File: config.mk
export PLATFORM = sky130hd
export DESIGN_NAME = fetch_stage
export DESIGN_NICKNAME = d
export VERILOG_FILES = /design/src/rtl/mips_pkg.sv /design/src/rtl/if_id_reg.sv /design/src/rtl/fetch_stage.sv
export SDC_FILE = /design/constraint.sdc
export NUM_CORES = 1
export LEC_CHECK = 0
export BUFFER_PORTS_ARGS = -buffer_cell sky130_fd_sc_hd__buf_2
export CORE_MARGIN = 10
export CORE_UTILIZATION = 49
export DETAILED_ROUTE_END_ITERATION = 7
export PLACE_DENSITY = 0.84
export SETUP_SLACK_MARGIN = 0.2
export SYNTH_ARGS = -nofsm -noshare
export SYNTH_HDL_FRONTEND = slang
export SYNTH_HIERARCHICAL = 1
export SYNTH_SLANG_ARGS = --single-unit
export TNS_END_PERCENT = 5
File: constraint.sdc
create_clock -name clk -period 2.6 [get_ports clk]
set_clock_uncertainty 0.1 [all_clocks]
set_input_delay 0.13 -clock clk [delete_from_list [all_inputs] [get_ports clk]]
set_output_delay 0.13 -clock clk [all_outputs]
set_load 0.05 [all_outputs]
File: src/rtl/mips_pkg.sv
// Shared MIPS front-end definitions: PC source encodings, opcode/func constants,
// fetch FSM states and reset/bubble defaults.
package mips_pkg;

  localparam logic [1:0] PCSRC_SEQ = 2'd0;
  localparam logic [1:0] PCSRC_BR  = 2'd1;
  localparam logic [1:0] PCSRC_JMP = 2'd2;

  localparam logic [5:0] OP_RTYPE = 6'h00;
  localparam logic [5:0] OP_J     = 6'h02;
  localparam logic [5:0] OP_JAL   = 6'h03;
  localparam logic [5:0] OP_BEQ   = 6'h04;
  localparam logic [5:0] OP_BNE   = 6'h05;
  localparam logic [5:0] OP_ADDI  = 6'h08;
  localparam logic [5:0] OP_LW    = 6'h23;
  localparam logic [5:0] OP_SW    = 6'h2B;

  localparam logic [5:0] FN_SLL = 6'h00;
  localparam logic [5:0] FN_JR  = 6'h08;
  localparam logic [5:0] FN_ADD = 6'h20;
  localparam logic [5:0] FN_SUB = 6'h22;
  localparam logic [5:0] FN_AND = 6'h24;
  localparam logic [5:0] FN_OR  = 6'h25;
  localparam logic [5:0] FN_SLT = 6'h2A;

  localparam logic [31:0] DEF_RESET_PC  = 32'h0000_0000;
  localparam logic [31:0] DEF_NOP_INSTR = 32'h0000_0000;

  typedef enum logic [1:0] {
    ST_IDLE = 2'd0,
    ST_REQ  = 2'd1,
    ST_BUF  = 2'd2
  } fetch_state_t;

  // J-type target: upper nibble of the delay-slot PC, 26-bit word index.
  function automatic logic [31:0] jump_target(input logic [31:0] pc_plus4,
                                              input logic [25:0] jaddr);
    return {pc_plus4[31:28], jaddr, 2'b00};
  endfunction

endpackage

File: src/rtl/if_id_reg.sv
// IF/ID pipeline register: load a fetched word, insert a bubble, or hold.
// One-cycle latency; hold is the default when neither load nor bubble is asserted.
module if_id_reg #(
  parameter logic [31:0] NOP_INSTR = 32'h0000_0000
) (
  input  logic        clk,
  input  logic        rst,
  input  logic        load_i,
  input  logic        bubble_i,
  input  logic [31:0] instr_i,
  input  logic [31:0] pc_plus4_i,
  output logic [31:0] instr_o,
  output logic [31:0] pc_plus4_o,
  output logic        nop_o
);

  logic [31:0] instr_q, instr_d;
  logic [31:0] pc_plus4_q, pc_plus4_d;
  logic        nop_q, nop_d;

  // A bubble leaves pcPlus4 untouched so a jump in ID keeps a sane upper nibble.
  always_comb begin
    instr_d    = instr_q;
    pc_plus4_d = pc_plus4_q;
    nop_d      = nop_q;
    if (bubble_i) begin
      instr_d = NOP_INSTR;
      nop_d   = 1'b1;
    end else if (load_i) begin
      instr_d    = instr_i;
      pc_plus4_d = pc_plus4_i;
      nop_d      = 1'b0;
    end
  end

  always_ff @(posedge clk) begin
    if (!rst) begin
      instr_q    <= NOP_INSTR;
      pc_plus4_q <= 32'h0000_0000;
      nop_q      <= 1'b1;
    end else begin
      instr_q    <= instr_d;
      pc_plus4_q <= pc_plus4_d;
      nop_q      <= nop_d;
    end
  end

  assign instr_o    = instr_q;
  assign pc_plus4_o = pc_plus4_q;
  assign nop_o      = nop_q;

endmodule

File: src/rtl/fetch_stage.sv
// Instruction fetch: PC, memory request FSM, stall buffer and deferred redirect.
// One word per cycle with zero-wait memory; stall freezes PC and IF/ID, buffering a returned word.
module fetch_stage
  import mips_pkg::*;
#(
  parameter logic [31:0] RESET_PC  = DEF_RESET_PC,
  parameter logic [31:0] NOP_INSTR = DEF_NOP_INSTR
) (
  input  logic        clk,
  input  logic        rst,
  input  logic [1:0]  PCsrc,
  input  logic [31:0] branchTarget,
  input  logic [25:0] jumpAddr,
  input  logic        stall,
  output logic        imemReq,
  output logic [31:0] imemAddr,
  input  logic        imemReady,
  input  logic [31:0] imemData,
  output logic [31:0] instr,
  output logic [31:0] pcPlus4,
  output logic [5:0]  opcode,
  output logic [5:0]  func,
  output logic        nopOut
);

  fetch_state_t state_q, state_d;
  logic [31:0]  pc_q, pc_d;
  logic [31:0]  buf_q, buf_d;
  logic         pend_vld_q, pend_vld_d;
  logic [31:0]  pend_tgt_q, pend_tgt_d;

  logic        redir;
  logic [31:0] redir_tgt;
  logic [31:0] pc_inc;
  logic        ifid_load, ifid_bubble;
  logic [31:0] ifid_instr;

  assign redir     = !stall && (PCsrc == PCSRC_BR || PCsrc == PCSRC_JMP);
  assign redir_tgt = (PCsrc == PCSRC_BR) ? branchTarget : jump_target(pcPlus4, jumpAddr);
  assign pc_inc    = pc_q + 32'd4;

  always_comb begin
    state_d     = state_q;
    pc_d        = pc_q;
    buf_d       = buf_q;
    pend_vld_d  = pend_vld_q;
    pend_tgt_d  = pend_tgt_q;
    ifid_load   = 1'b0;
    ifid_bubble = 1'b0;
    unique case (state_q)
      ST_IDLE: state_d = ST_REQ;
      ST_REQ: begin
        if (stall) begin
          // A word fetched for a pending redirect is junk: drop it and re-request.
          if (imemReady && !pend_vld_q) begin
            buf_d   = imemData;
            state_d = ST_BUF;
          end
        end else if (imemReady) begin
          ifid_bubble = redir || pend_vld_q;
          ifid_load   = !(redir || pend_vld_q);
          pend_vld_d  = 1'b0;
          if (redir)           pc_d = redir_tgt;
          else if (pend_vld_q) pc_d = pend_tgt_q;
          else                 pc_d = pc_inc;
        end else begin
          ifid_bubble = 1'b1;
          if (redir) begin
            pend_vld_d = 1'b1;
            pend_tgt_d = redir_tgt;
          end
        end
      end
      ST_BUF: begin
        if (!stall) begin
          state_d     = ST_REQ;
          ifid_bubble = redir;
          ifid_load   = !redir;
          pc_d        = redir ? redir_tgt : pc_inc;
        end
      end
      default: state_d = ST_IDLE;
    endcase
  end

  always_ff @(posedge clk) begin
    if (!rst) begin
      state_q    <= ST_IDLE;
      pc_q       <= RESET_PC;
      buf_q      <= 32'h0000_0000;
      pend_vld_q <= 1'b0;
      pend_tgt_q <= 32'h0000_0000;
    end else begin
      state_q    <= state_d;
      pc_q       <= pc_d;
      buf_q      <= buf_d;
      pend_vld_q <= pend_vld_d;
      pend_tgt_q <= pend_tgt_d;
    end
  end

  assign ifid_instr = (state_q == ST_BUF) ? buf_q : imemData;

  if_id_reg #(
    .NOP_INSTR(NOP_INSTR)
  ) u_if_id (
    .clk       (clk),
    .rst       (rst),
    .load_i    (ifid_load),
    .bubble_i  (ifid_bubble),
    .instr_i   (ifid_instr),
    .pc_plus4_i(pc_inc),
    .instr_o   (instr),
    .pc_plus4_o(pcPlus4),
    .nop_o     (nopOut)
  );

  assign imemReq  = (state_q == ST_REQ);
  assign imemAddr = pc_q;
  assign opcode   = instr[31:26];
  assign func     = instr[5:0];

endmodule

**Word level (Yosys, flattened, before mapping)**

Cells that the tools add are included.

- Flip-flop bits (word level): 164
- Input port bits: 96
- Output and inout port bits: 110
- Word-level logic and storage cells: 63

- $add $sub $neg: 1
- Equality and inequality tests: 9
- Mux-type cells: 23
- Bitwise operators: 4
- Reductions and logical operators: 18

Operators by type and width:

| kind | count |
|---|---|
| two-way mux 32 bit | 8 |
| one-hot mux 32 bit (2 select lines) | 1 |
| adder 32 x 3 -> 32 bit (second input constant) | 1 |
| AND reduction 3 bit | 3 |
| two-way mux 1 bit | 8 |
| AND reduction 4 bit | 2 |
| two-way mux 2 bit | 3 |
| inequality test 2 bit (second input constant) | 3 |
| one-hot mux 2 bit (3 select lines) | 1 |
| equality test 2 x 1 -> 1 bit (second input constant) | 2 |
| equality test 2 bit (second input constant) | 2 |
| logical NOT 1 bit | 4 |
| inequality test 2 x 1 -> 1 bit (second input constant) | 2 |
| NOT 1 bit | 4 |
| one-hot mux 1 bit (2 select lines) | 2 |
| nonzero test 2 bit | 2 |
| logical AND 1 bit | 2 |
| logical NOT 2 bit | 1 |
| logical OR 1 bit | 2 |
| AND reduction 2 bit | 1 |
| OR reduction 2 bit | 1 |

**Longest topological paths before layout**

- Depth after elaboration: 9
- Gate-level depth with buffers: 11
- Gate-level depth less buffers: 7

**Modules after synthesis**

The synthesis kept the hierarchy.

Modules (own cells, without submodules):

| module | times used | cells each | area an instance (um2) | seq. area each (um2) |
|---|---|---|---|---|
| fetch_stage | 1 | 746 | 6008.3 | 1981.9 |
| if_id_reg | 1 | 248 | 2459.9 | 1301.2 |

**Least setup slack after synthesis**

No wires, ideal clock.

- Path kind: flip-flop to flip-flop
- From: register state_q[0]
- To: register u_if_id.pc_plus4_q[10] (netlist: u_if_id/pc_plus4_o[10])
- Setup time: 0.072 ns
- Arrival: 2.340 ns
- Data required time: 2.428 ns
- Path slack: 0.089 ns
- Stages on the path, launching flop included: 12
- Path buffers: 5
- Period minus slack after synthesis: 2.511 ns
- Cell sequence: dfxtp_1 > inv_1 > ha_1 > clkbuf_1 > clkbuf_1 > a21oi_1 > nor4b_1 > buf_6 > nor2b_4 > buf_6 > buf_6 > mux2i_1

- Elaborated cells between the ends (all ways): 6
- Those cells by class: eq/ne: 2; mux: 2; bitwise: 1; reduce/logical: 1

RTL lines:

| item | RTL line | source |
|---|---|---|
| start: declaration | fetch_stage.sv:26 | `fetch_state_t state_q, state_d;` |
| start signal: assignment | fetch_stage.sv:94 | `state_q <= state_d;` |
| equality test 2 bit / equality test 2 x 1 -> 1 bit (equally long branches) | fetch_stage.sv:50 | `unique case (state_q)` |
| one-hot mux 1 bit (2 select lines) (*) | fetch_stage.sv:50 |  |
| named net ifid_load | fetch_stage.sv:35 | `logic ifid_load, ifid_bubble;` |
| AND reduction 2 bit (no source line) (*) | - |  |
| end signal: assignment | if_id_reg.sv:43 | `pc_plus4_q <= pc_plus4_d;` |
| end: declaration | if_id_reg.sv:18 | `logic [31:0] pc_plus4_q, pc_plus4_d;` |

The timed path passes the listed nets; every way through them passes the cells marked *.
A chain may end at the register's enable or synchronous reset.

**Worst setup path after layout**

- From: register state_q[1]
- To: register u_if_id.pc_plus4_q[3] (netlist: u_if_id/pc_plus4_o[3])

The elaborated chain is that of the path after synthesis.

==> metrics.cfg <==
[run_status]
status = finished, final reports clean

[die]
die_h_um = 151
chipWidth_um = 151
row_count = 48
initial_core_util_pct = 49.5
die_area_um2 = 22900
core_area_um2 = 17100
ios = 206

[sta]
min_period_ps = 2260
final_hold_viol_count = 0
drv_slew = 0
rsz0062_at_grt = no
slew_headroom_pct = 56.9
setup_violations = 0
worstMarginPinSlew_ps = 641
fin_crit_sh_pct = 86.9
finalSetupTns_ps = 0
max_freq_mhz = 443

[yosys]
netlist_area_um2 = 8470
ys_warn_count = 6
synth_edf_count = 0
synthTopCellsByArea = dfxtp_1 (39%), mux2i_1 (11%), nand2_1 (7.4%), mux2_2 (5.5%), nor2_1 (5.0%)
syn_nets = 1095
synth_area_per_cell_um2 = 8.52
synth-main-ff-cell = dfxtp_1
ys_async_sr_fraction_pct = 0
synth-seq-cells = 164
yosys.area.top_type_share_pct = 38.8
synth_cells = 994
ys_seq_area_share_pct = 38.8
synth_cell_types = 66
yosysTopAreaCell = dfxtp_1

[critical_path]
cp-end-kind = flip-flop
crit_path_start_kind = flip-flop
crit_type = reg -> reg
crit_fanout = 32
worst_ep_required_time_ps = 2840
critPathSlowestCell = ha_1
crit_chain = inv_1 > ha_1 > a21oi_1 > nor4b_2 > nor2b_4 > buf_12 > mux2i_1
crit_path_max_incr_delay_ps = 390
crit_arrival_ps = 2490

[global_route]
grt_pass1_wl_mm = 39.8
grt_usage_pct = 21.3
first_global_vias = 7723
grt_overflow_total = 0
antenna_found_initial = 2
grt_max_degree = 77

[clock_tree]
tritoncts = yes
clkLatencyLatePin_ps = 420
cts_setup_buffers = 0
numCtsBuffers = 17
cts_htree_levels = 4
cts.path.max_buffers = 2
ctsRootBufferMaster = clkbuf_16
clkSinkCount = 164
cts_resized = 0
cts_hold_buf = 36
clk_transition_reported_paths_ps = 60

[route]
post_drt_wl_per_cell_um = 17.5
drt-initial-drc-count = 752
drc_errors = 0
via_count = 7940
totalWireLength_mm = 25.0
ant_nets = 0
dr.pass1.iters = 7
vias_per_cell = 5.54

[power_and_ir_drop]
total_power_mw = 6.25
vdd_drop_max_mv = 0.485
powerDensity_nw_per_um2 = 598
p_leak_nw = 4.30

[layout]
fin_nets = 1293
num-fill-cells = 1425
area_growth_pct = 23.5
layout.cells.non_filler = 1432
layout-drive-gt1-share_pct = 27.3

[place]
dpl.cell_count = 1362
dp_hpwl_mm = 17.2
port_buffers = 205
place.gp.congestion = 0.871

[job]
max_cap_violations = 0

[min_path]
hold_path_class = in -> reg

## where the power goes
| group | total [mW] | internal, mW | leakage, nW | switching (mW) |
|---|---|---|---|---|
| Sequential | 2.72 | 2.61 | 1.33 | 0.111 |
| Combinational | 1.09 | 0.405 | 2.70 | 0.684 |
| Clock | 2.44 | 1.43 | 0.272 | 1.01 |
| Total | 6.25 | 4.44 | 4.30 | 1.80 |
## synth_stat cells, drive strengths merged, types with 6 or more instances
cell type  count
nand3         23
a21oi         61
mux2i         91
nand2        167
nor3          22
clkbuf        42
a211oi        28
inv           13
xnor2         17
o22ai          6
nand4         11
nor2         115
o21ai         35
buf           49
dfxtp        164
xor2          11
mux2          41
and3          15
## sequential cells by signal, indices dropped and copies added, names as in the netlist
register and cells:
imemAddr 32, u_if_id/instr_o 32, u_if_id/pc_plus4_o 32, pend_tgt_q 32, u_if_id/nop_o 1, pend_vld_q 1
state_q 2, buf_q 32
## layout by cell type, fill, tap and decap left out, types with 4 or more instances in the layout
cell type / count
xor2_1: 11
clkbuf_16: 17
mux2i_1: 91
a31oi_1: 4
buf_2: 205
clkbuf_1: 5
nand2b_1: 4
xnor2_1: 17
a211oi_1: 28
inv_1: 12
mux2_2: 41
o22ai_1: 6
and3_1: 12
a221oi_1: 5
nand2_1: 167
buf_12: 5
buf_4: 25
nor2b_1: 4
clkbuf_8: 4
nor3_1: 21
a221o_1: 4
a21oi_1: 61
dlygate4sd3_1: 36
o21ai_0: 35
dfxtp_1: 164
nand4_1: 8
o2bb2ai_1: 5
nor4_1: 4
nor2_1: 111
nand3_1: 21
## worst max-delay path: cells and delay by family, from the launching register on
kind                       cells  cell delay (ps)
and+or+nand+nor                2              630
muxes                          1              250
adders and majority gates      1              390
buffers and inverters          2              320
DFF                            1              320
AOI/OAI and AO/OA              1              140
## metrics by stage
stage          util, %  area (µm²)  hold slack [ps]  worst slack (ps)
6_report          61.1       10500             5.11               342
2_1_floorplan        -        8470              149               201
5_1_grt           61.1       10500             32.4               201
4_1_cts           61.1       10500            0.101               359
3_5_place_dp      55.6        9520              285               381
3_3_place_gp      55.6        9520              279               503
## final timing paths
check | startpoint | end | slack [ps] | cells past startpoint
worst max-delay path | state_q[1] | u_if_id/pc_plus4_o[3] | 340 | 7
worst min-delay path | jumpAddr[5] | pend_tgt_q[7] | 5 | 3
worst max register to register | state_q[1] | u_if_id/pc_plus4_o[3] | 340 | 7
worst min register to register | buf_q[17] | buf_q[17] | 350 | 2
## cell type report
cell class | instances | area, µm² | area share (%)
clock buffer | 26 | 499 | 4.78
multi-input combinational | 725 | 4600 | 44.0
timing repair buffer | 271 | 1670 | 16.0
antenna | 2 | 5.00 | 0.0479
sequential | 164 | 3280 | 31.4
clock inverter | 6 | 67.6 | 0.646
tap | 225 | 282 | 2.69
inverter | 13 | 48.8 | 0.467
## routing by layer
layer	GRT usage, %	vias to the layer above	wire (µm)
met1	25.5	3672	10100
li1	-	3847	-
met5	0	-	0
met3	6.74	42	2410
met4	6.54	0	422
met2	35.7	379	12100
## logic make-up (layout without fill, tap and decap cells)
group | count (synthesis) | after routing | synth area share [%]
other | 0 | 2 | 0
XOR/XNOR | 28 | 28 | 2.90
adder cells (fa/ha/maj) | 5 | 5 | 0.739
AO/OA/AOI/OAI | 179 | 179 | 13.7
buffers and inverters | 105 | 316 | 7.18
flip-flops | 164 | 164 | 38.8
AND/OR/NAND/NOR | 381 | 381 | 20.6
multiplexers | 132 | 132 | 16.2
No activity file was read; power rests on OpenSTA's default activity.
